[src/rtl/cipu_pkg.sv]
// cipu_pkg: shared state encoding and byte codes for the check-in stream unit
package cipu_pkg;
  typedef enum logic [2:0] {IDLE, READ, POP, FIFO_OUT, LIFO_OUT, FINISH} state_t;
  localparam logic [7:0] SEP_DEF  = 8'h3B;
  localparam logic [7:0] END_DEF  = 8'h24;
  localparam logic [7:0] ZERO_DEF = 8'h30;
  localparam logic [7:0] LET_A    = 8'h41;
  localparam logic [7:0] LET_Z    = 8'h5A;
endpackage

[src/rtl/cipu_buf.sv]
// cipu_buf: DEPTH x 8 buffer usable as a queue (push/read_bottom) or a stack (push/pop_top/read_bottom)
module cipu_buf #(
  parameter int DEPTH = 16
) (
  input  logic                     clk,
  input  logic                     rst,
  input  logic                     clr,
  input  logic                     push,
  input  logic [7:0]               din,
  input  logic                     pop_top,
  input  logic                     read_bottom,
  input  logic                     from_top,
  output logic [7:0]               dout,
  output logic                     full,
  output logic                     empty,
  output logic [$clog2(DEPTH):0]   count
);
  localparam int AW = $clog2(DEPTH);
  localparam int CW = AW + 1;
  logic [7:0]  mem [DEPTH];
  logic [AW:0] tp, bp, tp_dec;
  assign tp_dec = tp - 1'b1;
  always_ff @(posedge clk)
    if (push) mem[tp[AW-1:0]] <= din;
  always_ff @(posedge clk or posedge rst)
    if (rst) begin
      tp <= '0;
      bp <= '0;
    end else if (clr) begin
      tp <= '0;
      bp <= '0;
    end else begin
      tp <= push ? tp + 1'b1 : pop_top ? tp_dec : tp;
      if (read_bottom) bp <= bp + 1'b1;
    end
  assign count = tp - bp;
  assign full  = count == CW'(DEPTH);
  assign empty = tp == bp;
  assign dout  = from_top ? mem[tp_dec[AW-1:0]] : mem[bp[AW-1:0]];
endmodule

[src/rtl/cipu_stream.sv]
// cipu_stream: passenger queue + baggage stack with pop requests, ordered drains and valid/ready outputs
module cipu_stream
  import cipu_pkg::*;
#(
  parameter int         DEPTH     = 16,
  parameter int         NUM_W     = 4,
  parameter logic [7:0] SEP_CODE  = SEP_DEF,
  parameter logic [7:0] END_CODE  = END_DEF,
  parameter logic [7:0] ZERO_CODE = ZERO_DEF
) (
  input  logic             clk,
  input  logic             rst,
  input  logic             start,
  input  logic [7:0]       people_in,
  input  logic             people_vld,
  input  logic [7:0]       thing_in,
  input  logic             thing_vld,
  input  logic [NUM_W-1:0] thing_num,
  output logic             thing_ready,
  input  logic             out_ready,
  output logic [7:0]       people_out,
  output logic             valid_fifo,
  output logic [7:0]       thing_out,
  output logic             valid_lifo,
  output logic             valid_fifo2,
  output logic             done_thing,
  output logic             done_lifo,
  output logic             done_fifo,
  output logic             done_fifo2,
  output logic             ovf,
  output logic             udf
);
  localparam int CW = $clog2(DEPTH) + 1;
  state_t          state, nxt;
  logic [CW-1:0]   cnt, s_count, unused_q_count;
  logic            zero, clr, q_push, q_rd, s_push, s_pop, s_rd, q_full, q_empty, s_full, s_empty;
  logic            is_sep, is_end, is_item, pax_try, gt;
  logic [7:0]      q_dout, s_dout;
  cipu_buf #(.DEPTH(DEPTH)) u_queue (
    .clk(clk), .rst(rst), .clr(clr), .push(q_push), .din(people_in), .pop_top(1'b0),
    .read_bottom(q_rd), .from_top(1'b0), .dout(q_dout), .full(q_full), .empty(q_empty),
    .count(unused_q_count)
  );
  cipu_buf #(.DEPTH(DEPTH)) u_stack (
    .clk(clk), .rst(rst), .clr(clr), .push(s_push), .din(thing_in), .pop_top(s_pop),
    .read_bottom(s_rd), .from_top(state == POP), .dout(s_dout), .full(s_full), .empty(s_empty),
    .count(s_count)
  );
  assign is_sep  = state == READ && thing_vld && thing_in == SEP_CODE;
  assign is_end  = state == READ && thing_vld && thing_in == END_CODE;
  assign is_item = state == READ && thing_vld && thing_in != SEP_CODE && thing_in != END_CODE;
  assign pax_try = (state == READ || state == POP) && people_vld && people_in >= LET_A && people_in <= LET_Z;
  assign q_push  = pax_try && !q_full;
  assign s_push  = is_item && !s_full;
  assign gt      = {{CW{1'b0}}, thing_num} > {{NUM_W{1'b0}}, s_count};
  always_ff @(posedge clk or posedge rst)
    if (rst) state <= IDLE;
    else state <= nxt;
  always_comb begin
    nxt         = state;
    clr         = 1'b0;
    thing_ready = 1'b0;
    valid_fifo  = 1'b0;
    valid_lifo  = 1'b0;
    valid_fifo2 = 1'b0;
    done_thing  = 1'b0;
    done_fifo   = 1'b0;
    done_fifo2  = 1'b0;
    people_out  = '0;
    thing_out   = '0;
    s_pop       = 1'b0;
    s_rd        = 1'b0;
    q_rd        = 1'b0;
    case (state)
      IDLE, FINISH: begin
        clr = start;
        nxt = start ? READ : state;
      end
      READ: begin
        thing_ready = 1'b1;
        nxt = is_sep ? POP : is_end ? FIFO_OUT : READ;
      end
      POP: begin
        done_thing = cnt == '0;
        valid_lifo = cnt != '0;
        thing_out  = valid_lifo ? (zero ? ZERO_CODE : s_dout) : 8'h00;
        s_pop      = valid_lifo && out_ready && !zero;
        nxt        = done_thing ? READ : POP;
      end
      FIFO_OUT: begin
        done_fifo  = q_empty;
        valid_fifo = !q_empty;
        people_out = valid_fifo ? q_dout : 8'h00;
        q_rd       = valid_fifo && out_ready;
        nxt        = q_empty ? LIFO_OUT : FIFO_OUT;
      end
      LIFO_OUT: begin
        done_fifo2  = s_empty;
        valid_fifo2 = !s_empty;
        thing_out   = valid_fifo2 ? s_dout : 8'h00;
        s_rd        = valid_fifo2 && out_ready;
        nxt         = s_empty ? FINISH : LIFO_OUT;
      end
      default: nxt = IDLE;
    endcase
  end
  // a zero-count request is one ZERO_CODE beat, so it is tracked as cnt=1 with zero set
  always_ff @(posedge clk or posedge rst)
    if (rst) begin
      cnt       <= '0;
      zero      <= 1'b0;
      ovf       <= 1'b0;
      udf       <= 1'b0;
      done_lifo <= 1'b0;
    end else begin
      done_lifo <= is_end;
      if (clr) begin
        ovf <= 1'b0;
        udf <= 1'b0;
      end else begin
        if ((pax_try && q_full) || (is_item && s_full)) ovf <= 1'b1;
        if (is_sep && gt) udf <= 1'b1;
      end
      if (is_sep) begin
        zero <= thing_num == '0;
        cnt  <= thing_num == '0 ? CW'(1) : gt ? s_count : CW'(thing_num);
      end else if (valid_lifo && out_ready) cnt <= cnt - 1'b1;
    end
endmodule

[config.mk]
export PLATFORM = sky130hd
export DESIGN_NAME = cipu_stream
export DESIGN_NICKNAME = d
export VERILOG_FILES = /design/src/rtl/cipu_pkg.sv /design/src/rtl/cipu_buf.sv /design/src/rtl/cipu_stream.sv
export SDC_FILE = /design/constraint.sdc
export NUM_CORES = 1
export LEC_CHECK = 0
export CAP_MARGIN = 20
export CORE_AREA = 4 4 189 191
export DETAILED_ROUTE_END_ITERATION = 7
export DIE_AREA = 0 0 193 195
export MAX_ROUTING_LAYER = met4
export PLACE_DENSITY = 0.54
export REMOVE_ABC_BUFFERS = 1
export SKIP_LAST_GASP = 1
export SYNTH_ARGS = -nofsm -noshare
export SYNTH_HDL_FRONTEND = slang
export SYNTH_SLANG_ARGS = --single-unit
[constraint.sdc]
create_clock -name clk -period 5.5 [get_ports clk]
set_clock_uncertainty 0.2 [all_clocks]
set_input_delay 1.1 -clock clk [delete_from_list [all_inputs] [get_ports clk]]
set_output_delay 1.1 -clock clk [all_outputs]
set_load 0.005 [all_outputs]
==> results.yml <==
grt:
  grt_pass1_wl_mm: 49.09
  antenna_found_initial: 1
  grt_overflow_total: 0
  grt_max_degree: 39
  track_usage_pct: 17.74
  grt_pass1_vias: 7863
yosys:
  yosysUniqueCellTypes: 67
  synth_area_leaders: "edfxtp_1 57%, mux4_2 19%, dfrtp_1 5.9%, ha_1 2.2%, and3_1 1.7%"
  synth_edf_count: 256
  ys_seq_elements: 288
  synth.most_common_cell: "edfxtp_1"
  yosys_most_used_dff: "edfxtp_1"
  syn_avg_cell_area_um2: 17.09
  synth_top_area_share_pct: 56.93
  synth_area_leader_cell: "edfxtp_1"
  synth_common_cells: "256 x edfxtp_1, 116 x mux4_2, 36 x and3_1"
  synth-async-reset-ratio_pct: 11.11
  syn_area_um2: 13500
  synth_warnings: 0
  synth_cells: 790
  ys_seq_area_share_pct: 62.86
floorplanning:
  die_w_um: 193
  core-area_um2: 34120
  start_util_pct: 39.58
  fp-row-count: 68
  dieArea_um2: 37640
  die_y_um: 195
  ioPinCount: 52
power_and_ir_drop:
  p_per_area_nw_per_um2: 444.7
  leakage_nw: 5.233
  max-vdd-ir-drop_uv: 224.5
critical_path:
  arrival_ns: 3.65
  critPathCaptureType: "output pin"
  critPathLaunchType: "register"
  critPathKind: "register to output pin"
  crit_required_ns: 4.20
  crit_fanout: 16
placed_design:
  port_buffers: 51
  placed_area_um2: 14630
  dp_hpwl_mm: 21.10
  place_congestion: 0.8498
layout:
  syn2layout_area_growth_pct: 16.03
  layout-drive-gt1-share_pct: 23.48
  num-fill-cells: 2910
  design_area_um2: 15670
  fin_util_pct: 45.92
  final_nets: 914
routing:
  num_vias: 7545
  drt_first_pass_iters: 4
  routed_wl_mm: 31.82
  drtIter0Drc: 524
  post_drt_wl_per_cell_um: 23.71
  vias_per_cell: 5.622
  ant_nets: 0
  drc: 0
sta:
  finalCritPeriodShare_pct: 89.97
  rsz0062_at_grt: "no"
  maxSlewViolCount: 0
  finalSetupViolCount: 0
  finalHoldViolCount: 0
  worst_pin_slew_ns: 0.7568
  post-route-min-period_ns: 4.948
  whs_ns: 0.3343
  max_clock_freq_ghz: 0.2021
  setup_tns_ns: 0
  slew_headroom_pct: 49.08
clock_tree:
  clockBufferDepth: 3
  cts_made_buffers: 34
  clk_pin_slew_ns: 0.06
  root_buffer: "clkbuf_16"
  post_cts_resized: 0
  clk-insertion-delay-late_ns: 0.51
  cts_htree_levels: 2
  post_cts_buffers: 0
  cts_sinks: 288
  ctsHoldBuffers: 0
  cts_tree: "yes"
status:
  status: "completed"
run:
  maxCapViolCount: 0
hold_path:
  holdCritPathClass: "register to register"
-- worst paths after layout --
kind / to / depth (start not counted) / start / slack, ns
setup reg to reg: u_stack.mem[12][2] / 8 / u_stack.bp[1] / 1.67
hold reg to reg: cnt[4] / 2 / cnt[4] / 0.33
min in group asynchronous: cnt[2] / 3 / rst / 0.80
hold / removal: cnt[4] / 2 / cnt[4] / 0.33
max in group asynchronous: u_queue.bp[0] / 3 / rst / 3.95
setup / recovery: thing_out[0] / 8 / u_stack.tp[1] / 0.55
-- through the flow --
step	power, mW	worst slack, ns	cells
floorplan	4.270	0.3358	750
global placement	4.888	1.109	1282
detailed placement	4.942	1.090	1282
CTS	7.027	0.5372	1341
global route	7.318	0.3986	1342
finish	6.967	0.5517	1342
-- area by class of cell --
| type | count | area [um2] | area share [%] |
|---|---|---|---|
| clock inverter | 20 | 162.7 | 1.038 |
| clock buffer | 39 | 869.6 | 5.550 |
| sequential | 288 | 8492 | 54.20 |
| timing repair buffer | 77 | 718.2 | 4.584 |
| tap | 455 | 569.3 | 3.634 |
| multi-input combinational | 435 | 4752 | 30.33 |
| antenna | 1 | 2.502 | 0.01597 |
| inverter | 27 | 101.3 | 0.6469 |
-- cells in the final DEF, fill, tap and decap left out, types with 4 or more instances in the layout --
cell               n
clkinv_2           4
o211ai_1           4
or4_1              5
and3_1            36
xor2_1             7
nand4_1            6
xnor2_1           13
nor3_1             7
dfrtp_1           29
mux4_2           116
mux2i_1            5
ha_1              24
inv_1             26
clkbuf_1           5
nor2b_1           16
o21ai_0           16
clkbuf_16         34
edfxtp_1         256
nand2_1           34
clkinv_1           9
nor2_1            33
a21oi_1           29
o21a_1             5
nand3_1           17
clkdlybuf4s50_1   51
buf_4             25
-- metal layers --
metal | part of all wire [%] | routed length [um] | GRT usage, %
met5 | 0 | 0 | -
met4 | 2.2 | 695 | 4.170
met3 | 4.0 | 1275 | 2.342
met2 | 51 | 16380 | 29.34
met1 | 42 | 13460 | 23.64
-- power breakdown --
| group | leakage [nW] | switching, mW | internal [mW] |
|---|---|---|---|
| clock network | 0.499 | 0.844 | 1.23 |
| registers | 2.72 | 0.122 | 2.53 |
| logic | 2.02 | 1.14 | 1.10 |
-- worst max-delay path: stages, from the launching register on --
cell             delay (ns)
dfrtp_1                0.49
inv_1                  0.14
ha_1                   0.63
buf_4                  0.37
mux4_2                 0.36
mux4_2                 0.49
nand2_1                0.08
a21oi_1                0.08
clkdlybuf4s50_1        0.48
-- flip-flops by register name, indices dropped and copies added, names as in the netlist --
name	count
u_queue.mem	128
cnt	5
u_stack.mem	128
state	3
u_queue.tp	5
u_stack.tp	5
u_stack.bp	5
zero	1
u_queue.bp	5
ovf	1
done_lifo	1
udf	1
-- logic make-up after synthesis --
kind of cell	after synthesis	synth area share, %
AOI/OAI and AO/OA	88	4.374
muxes	121	19.72
DFF	288	62.86
and+or+nand+nor	181	7.385
buffers and inverters	67	1.992
adders and majority gates	25	2.372
xor gates and xnor gates	20	1.297
(Power assumes the default switching activity.)
